==> src/rtl/demux_event_counter_if.sv <==
// demux_event_counter_if
//   Bundles the data-path signals of demux_event_counter so the counter and
//   whatever drives it (demux-side logic or a bench) share one connection.
//
//   Parameter:
//     CNT_W       width of the read-back counter value (must match the
//                 CNT_W of the attached demux_event_counter)
//
//   Signals (direction seen from the counter, i.e. the slave modport):
//     y_in        in   8      demux outputs Y[7:0], expected one-hot or zero
//     clr         in   1      synchronous clear of counters, sat flags, error
//     rd_en       in   1      one-cycle read request
//     rd_sel      in   3      channel to read
//     rd_data     out  CNT_W  counter value of the channel read
//     rd_valid    out  1      one-cycle pulse qualifying rd_data
//     active_ch   out  3      index of the single high channel
//     active_vld  out  1      exactly one registered input bit is high
//     sat         out  8      sticky per-channel saturation flags
//     any_sat     out  1      OR of sat
//     onehot_err  out  1      sticky multi-hot error flag
interface demux_event_counter_if #(
   parameter int CNT_W = 8
);

   logic [7:0]       y_in;
   logic             clr;
   logic             rd_en;
   logic [2:0]       rd_sel;
   logic [CNT_W-1:0] rd_data;
   logic             rd_valid;
   logic [2:0]       active_ch;
   logic             active_vld;
   logic [7:0]       sat;
   logic             any_sat;
   logic             onehot_err;

   // The master drives events and read requests and observes the results.
   modport master (
      output y_in, clr, rd_en, rd_sel,
      input  rd_data, rd_valid, active_ch, active_vld, sat, any_sat, onehot_err
   );

   // The counter block itself.
   modport slave (
      input  y_in, clr, rd_en, rd_sel,
      output rd_data, rd_valid, active_ch, active_vld, sat, any_sat, onehot_err
   );

endinterface

==> src/rtl/demux_event_counter.sv <==
// demux_event_counter
//   Per-channel event counter placed directly after the 1-to-8 demultiplexer.
//   The demux outputs are registered twice; a channel counts once per rising
//   edge of its registered level. Each channel owns a saturating counter and
//   a sticky saturation flag. The block also decodes the single active
//   channel, flags multi-hot input patterns, and offers a registered read
//   port returning one counter per request with one cycle of latency.
//
//   Parameters:
//     CNT_W        counter width; counters saturate at 2^CNT_W-1
//     CLR_ON_READ  1 = a read zeroes the selected counter, 0 = reads are
//                  non-destructive
//
//   Ports:
//     clk   in     single clock, all state updates on its rising edge
//     rst   in     synchronous active-high reset
//     bus   slave  demux_event_counter_if (events, clear, read port, status)
module demux_event_counter #(
   parameter int CNT_W       = 8,
   parameter bit CLR_ON_READ = 1'b0
) (
   input logic                  clk,
   input logic                  rst,
   demux_event_counter_if.slave bus
);

   localparam logic [CNT_W-1:0] CNT_MAX = '1;
   localparam logic [CNT_W-1:0] CNT_ONE = CNT_W'(1);

   logic [7:0]       y_q;
   logic [7:0]       y_prev;
   logic [7:0]       rise;
   logic [CNT_W-1:0] cnt [8];
   logic [7:0]       sat_q;
   logic             onehot_err_q;
   logic [3:0]       pop;
   logic [2:0]       last_idx;
   logic             single_hot;
   logic [CNT_W-1:0] rd_data_q;
   logic             rd_valid_q;

   // Input stage: the current and previous registered demux levels. Reset
   // zeroes both, so a channel held high across reset release produces
   // exactly one edge. clr deliberately leaves this history alone.
   always_ff @(posedge clk) begin
      if (rst) begin
         y_q    <= '0;
         y_prev <= '0;
      end else begin
         y_q    <= bus.y_in;
         y_prev <= y_q;
      end
   end

   assign rise = y_q & ~y_prev;

   // Population count of the registered level plus the index of its highest
   // set bit. The index is only meaningful when exactly one bit is set.
   always_comb begin
      pop      = '0;
      last_idx = '0;
      for (int i = 0; i < 8; i++) begin
         if (y_q[i]) begin
            pop      = pop + 4'd1;
            last_idx = 3'(i);
         end
      end
   end

   assign single_hot = (pop == 4'd1);

   // Per-channel counters and sticky saturation flags. clr and rst win over
   // everything. With clear-on-read, the channel being read restarts at 0,
   // or at 1 when it also rises this cycle so that edge is not lost; its
   // saturation flag is left as it is. An edge arriving at full scale holds
   // the counter and marks the channel saturated.
   always_ff @(posedge clk) begin
      if (rst || bus.clr) begin
         for (int i = 0; i < 8; i++) begin
            cnt[i] <= '0;
         end
         sat_q <= '0;
      end else begin
         for (int i = 0; i < 8; i++) begin
            if (CLR_ON_READ && bus.rd_en && (bus.rd_sel == 3'(i))) begin
               cnt[i] <= rise[i] ? CNT_ONE : '0;
            end else if (rise[i]) begin
               if (cnt[i] == CNT_MAX) begin
                  sat_q[i] <= 1'b1;
               end else begin
                  cnt[i] <= cnt[i] + CNT_ONE;
               end
            end
         end
      end
   end

   // Sticky multi-hot error: any registered pattern with two or more bits
   // set trips it until the next clr or rst.
   always_ff @(posedge clk) begin
      if (rst || bus.clr) begin
         onehot_err_q <= 1'b0;
      end else if (pop >= 4'd2) begin
         onehot_err_q <= 1'b1;
      end
   end

   // Read port: captures the counter value as it stood before this edge, so
   // a read coinciding with clr still returns the pre-clear value. rd_data
   // holds between reads; only rst zeroes it.
   always_ff @(posedge clk) begin
      if (rst) begin
         rd_data_q  <= '0;
         rd_valid_q <= 1'b0;
      end else begin
         rd_valid_q <= bus.rd_en;
         if (bus.rd_en) begin
            rd_data_q <= cnt[bus.rd_sel];
         end
      end
   end

   assign bus.active_vld = single_hot;
   assign bus.active_ch  = single_hot ? last_idx : 3'd0;
   assign bus.sat        = sat_q;
   assign bus.any_sat    = |sat_q;
   assign bus.onehot_err = onehot_err_q;
   assign bus.rd_data    = rd_data_q;
   assign bus.rd_valid   = rd_valid_q;

endmodule

==> src/flat_wrapper.sv <==
// flat-port wrapper written by rule: the top's interface ports become plain ports
module demux_event_counter_flat 
#(
   parameter int CNT_W       = 8,
   parameter bit CLR_ON_READ = 1'b0
)
  (clk, rst, bus_y_in, bus_clr, bus_rd_en, bus_rd_sel, bus_rd_data, bus_rd_valid, bus_active_ch, bus_active_vld, bus_sat, bus_any_sat, bus_onehot_err);
  demux_event_counter_if #(.CNT_W(CNT_W)) bus_i ();
  input logic clk;
  input logic rst;
  input wire logic [$bits(bus_i.y_in)-1:0] bus_y_in;
  input wire logic [$bits(bus_i.clr)-1:0] bus_clr;
  input wire logic [$bits(bus_i.rd_en)-1:0] bus_rd_en;
  input wire logic [$bits(bus_i.rd_sel)-1:0] bus_rd_sel;
  output wire logic [$bits(bus_i.rd_data)-1:0] bus_rd_data;
  output wire logic [$bits(bus_i.rd_valid)-1:0] bus_rd_valid;
  output wire logic [$bits(bus_i.active_ch)-1:0] bus_active_ch;
  output wire logic [$bits(bus_i.active_vld)-1:0] bus_active_vld;
  output wire logic [$bits(bus_i.sat)-1:0] bus_sat;
  output wire logic [$bits(bus_i.any_sat)-1:0] bus_any_sat;
  output wire logic [$bits(bus_i.onehot_err)-1:0] bus_onehot_err;
  assign bus_i.y_in = bus_y_in;
  assign bus_i.clr = bus_clr;
  assign bus_i.rd_en = bus_rd_en;
  assign bus_i.rd_sel = bus_rd_sel;
  assign bus_rd_data = bus_i.rd_data;
  assign bus_rd_valid = bus_i.rd_valid;
  assign bus_active_ch = bus_i.active_ch;
  assign bus_active_vld = bus_i.active_vld;
  assign bus_sat = bus_i.sat;
  assign bus_any_sat = bus_i.any_sat;
  assign bus_onehot_err = bus_i.onehot_err;
  demux_event_counter #(.CNT_W(CNT_W), .CLR_ON_READ(CLR_ON_READ)) u_core (.clk(clk), .rst(rst), .bus(bus_i));
endmodule
==> config.mk <==
export PLATFORM = sky130hd
export DESIGN_NAME = demux_event_counter_flat
export DESIGN_NICKNAME = d
export VERILOG_FILES = /design/src/rtl/demux_event_counter_if.sv /design/src/rtl/demux_event_counter.sv /design/src/flat_wrapper.sv
export SDC_FILE = /design/constraint.sdc
export NUM_CORES = 1
export LEC_CHECK = 0
export BUFFER_PORTS_ARGS = -buffer_cell sky130_fd_sc_hd__buf_2
export CELL_PAD_IN_SITES_DETAIL_PLACEMENT = 0
export CELL_PAD_IN_SITES_GLOBAL_PLACEMENT = 1
export CORE_UTILIZATION = 35
export DETAILED_ROUTE_END_ITERATION = 10
export GPL_ROUTABILITY_DRIVEN = 1
export PLACE_DENSITY_LB_ADDON = 0.1
export SYNTH_ARGS = -nofsm -noshare
export SYNTH_HDL_FRONTEND = slang
export SYNTH_SLANG_ARGS = --single-unit
==> constraint.sdc <==
create_clock -name clk -period 6.2 [get_ports clk]
set_input_delay 0.93 -clock clk [delete_from_list [all_inputs] [get_ports clk]]
set_output_delay 0.93 -clock clk [all_outputs]
set_load 0.01 [all_outputs]
==> summary.txt <==
Outcome
  • Outcome: complete, no violations

GRT
  • Antenna violations before repair: 0
  • Global-route wire length before repair: 20.5 mm
  • Met2 capacity usage during global routing: between 20% and 30%
  • Total GRT Usage: approximately 17%
  • Global-route met3 utilization: 3.75%
  • Pin count of the biggest net entering global routing: 29
  • Overflow left after global routing: 0
  • Via count of the first global-routing pass: approximately 3600
  • Met1 global-route usage: between 20% and 30%
  • Global routing's busiest layer: met2

Synth
  • Share of synthesized flip-flops with an asynchronous set or reset: 0%
  • Post-synth design cell area: 5420 µm²
  • Synthesized netlist net count: 541
  • Number of synthesis warnings: 0
  • Most instantiated flip-flop cell in the synthesis netlist: edfxtp_1
  • Count of flip-flops with a built-in enable after synthesis: 64
  • Instance count of the mapped netlist: between 500 and 600
  • FF+latch count, synth: 98
  • Number of distinct standard cells referenced by the synthesized netlist: 52
  • Sequential cell area fraction in the yosys report: 48.0%
  • Post-Syn Area per Cell: between 10 and 15 µm²

Final layout
  • Antenna diodes: 0
  • Layout cell share with drive strength beyond 1: about 20%
  • Area added between synthesis and finish: 12.6%
  • # nets final: ~570
  • Post-route cell area: 6100 µm²
  • Non-filler instance count after layout: approximately 730

Timing
  • Hold_ws: about 0.5 ns
  • Hold Violations, Final: 0
  • Final Critical Period: about 6.0 ns
  • Total setup violations reported at the end of the flow: 0
  • Slew HR: roughly three fifths
  • Slew at the pin with the worst max-slew slack: a little under 0.6 ns
  • Share of the cycle needed by the critical path after routing: 96.2%
  • Achievable Freq: about 0.17 GHz
  • Max Slew Vio Count: 0
  • Final Worst Setup Slack: roughly 0.24 ns
  • Clock skew: about 0.0078 ns

Placement
  • Total placed cells including tap cells: roughly 700
  • Pre-CTS setup slack: between 0.4 and 0.5 ns
  • Number of input and output port buffers inserted: 37
  • Final estimated routing congestion in global placement: ~0.80
  • Placed wire-length estimate: around 9.6 mm
  • Post-detailed-placement cell area: between 5000 and 6000 µm²

Clock network
  • Cell at the root of the clock tree: clkbuf_16
  • Worst-Skew Late Latency: approximately 0.35 ns
  • Worst-path clk slew: approximately 0.070 ns
  • Number of buffers added by the clock tree synthesis step: 9
  • TritonCTS clock tree: built
  • Clock sink count: about 100
  • Maximum root-to-sink buffer count: 2
  • Deepest level of the CTS H-tree: 3
  • Post-CTS Hold Fix Bufs: 0

Floorplan
  • Top-level port count: 38
  • DIE AREA: 16000 µm²
  • Die span in y: roughly 130 µm
  • Die Span X: roughly 130 µm
  • Standard cell core area: about 15000 µm²
  • Site Rows: 45
  • Starting density of the core: a little over a third

Critical path
  • Setup slack on the worst flop-to-flop path: 1.63 ns
  • Logic depth of the worst register-to-register path: 22
  • Launch instance of the worst register-to-register path: u_core.y_q[1]
  • Endpoint of the worst register-to-register path: u_core.bus.onehot_err
  • Startpoint-to-endpoint class of the critical path: reg -> out
  • Crit path required time: between 5 and 6 ns
  • Worst EP arrival: 5.03 ns
  • Sort of element at the end of the critical path: output pin
  • Crit-path max FO: 4
  • Startpoint type of the worst setup path: flop

Drt
  • Number of DRC violations after detailed routing: 0
  • Routed wire per std cell: 17.8 µm
  • Via count: about 3700
  • Drt via density: just over 5
  • Residual antenna-violating net count after detailed routing: 0
  • Wire length reported by the detailed router: about 13 mm
  • Detailed router's first-iteration violation count: between 150 and 200
  • First-pass DRT Iterations: 4

Pwr
  • Total chip power: roughly 0.0016 W
  • Maximum vdd ir drop: 152 µV
  • Power density over cell area: roughly 260 nW/µm²
  • Leakage power: between 2 and 2.5 nW

Worst hold path
  • Min-Delay Endpoint: u_core.bus.rd_data[3]
  • Hold Path Stages: 2
  • Class of the tightest hold or removal check: reg -> reg
  • Startpoint of the tightest hold check path: u_core.bus.rd_data[3]

Job
  • Max-capacitance violation count: 0
## cell usage in the layout, fill, tap and decap left out, types with 13 or more instances in the layout
cell type	count
and3_1	14
buf_2	37
dfxtp_1	33
edfxtp_1	64
ha_1	13
inv_1	19
mux4_2	16
nand2_1	26
nand3_1	35
nor2_1	92
nor2b_1	13
xnor2_1	20
xor2_1	31
## critical path, stage by stage, from the launching register on
cell and delay (ns):
dfxtp_1 0.34, ha_1 0.23, and2b_4 0.18, or2_2 0.27, ha_1 0.33, or2b_2 0.32
o31ai_2 0.09, inv_1 0.08, ha_1 0.30, nand2_2 0.11, o21ai_0 0.10, ha_1 0.30
inv_1 0.08, mux2_2 0.19, nand2_1 0.10, ha_4 0.32, nor2_1 0.04, a31oi_1 0.22
ha_1 0.29, nor3b_2 0.21, o21ai_2 0.12, nor4_2 0.29, buf_2 0.18
## worst max path at each step
stage                     cells after the start     startpoint                to  slack (ns)
after global routing                         22  u_core.y_q[1]  bus_active_ch[0]       -0.06
after detailed placement                     21  u_core.y_q[2]  bus_active_ch[2]        0.44
after CTS                                    21  u_core.y_q[2]  bus_active_ch[2]        0.03
after floorplan                              21  u_core.y_q[0]  bus_active_ch[0]        0.90
final                                        22  u_core.y_q[1]  bus_active_ch[0]        0.24
after global placement                       21  u_core.y_q[2]  bus_active_ch[2]        0.64
## kinds of logic after synthesis
kind of cell,Yosys count,synth area share [%]
muxes,26,8.52
adders and majority gates,15,3.46
buffers and inverters,47,3.79
AOI/OAI and AO/OA,47,6.46
xor gates and xnor gates,55,9.76
DFF,98,48.0
and+or+nand+nor,223,20.0
## registers in the layout, indices dropped and copies added, names as in the netlist
| register | cells |
|---|---|
| u_core.y_prev | 8 |
| u_core.cnt | 64 |
| u_core.bus.rd_data | 8 |
| u_core.bus.sat | 8 |
| u_core.bus.rd_valid | 1 |
| u_core.y_q | 8 |
| u_core.bus.onehot_err | 1 |
## layout make-up
| class | instances | area [µm²] |
|---|---|---|
| sequential | 98 | 2600 |
| clock inverter | 7 | 70.1 |
| timing repair buffer | 42 | 223 |
| inverter | 21 | 81.3 |
| fill | 1451 | 9040 |
| clock buffer | 9 | 225 |
| tap | 188 | 235 |
| multi-input combinational | 366 | 2670 |
## metrics by stage
stage | setup TNS (ns) | util [%]
detailed placement | 0 | 37.9
global route | -0.0973 | 40.3
global placement | 0 | 37.9
CTS | 0 | 39.8
finish | 0 | 40.3
floorplan | 0 | -
## repair_timing
item | in CTS | in global routing
gates resized for setup | 0 | 10
setup buffers | 0 | 2
endpoints found under the setup margin | 0 | 4
endpoints found under the hold margin | 0 | 0
## layer usage
layer | share of wire, % | wire length, µm | vias up
met2 | 45 | 5800 | 55
met3 | 3.4 | 442 | 16
met5 | 0 | 0 | -
met4 | 2.0 | 263 | 0
met1 | 50 | 6510 | 1808
li1 | - | - | 1866
## cells in the mapped netlist, types with 3 or more instances
cell type	count	area share [%]
clkbuf_1	19	1.3
dfxtp_1	34	13
a21oi_1	6	0.55
a211oi_1	8	1.1
mux4_2	16	6.6
nor2b_1	13	1.5
xnor2_1	20	3.2
inv_1	19	1.3
edfxtp_1	64	35
buf_4	4	0.55
or2_2	8	0.92
nand3_1	35	3.2
nor3_1	4	0.37
a31oi_1	9	1.0
and3_1	14	1.6
or3_1	7	0.81
o31ai_1	3	0.42
nand2_1	27	1.9
nand4_1	6	0.69
nor2_1	92	6.4
ha_1	15	3.5
mux2i_1	9	1.7
nor4_1	3	0.35
nand3b_1	5	0.69
o21ai_0	9	0.83
xor2_1	32	5.2
## where the power goes
part / internal, W / leakage (nW) / switching (W)
Clock: 0.000312 / 0.141 / 0.000259
Combinational: 0.000108 / 1.14 / 0.000121
Sequential: 0.000731 / 1.00 / 0.0000464
Total: 0.00115 / 2.28 / 0.000425
Power figures use the tool's default switching activity.
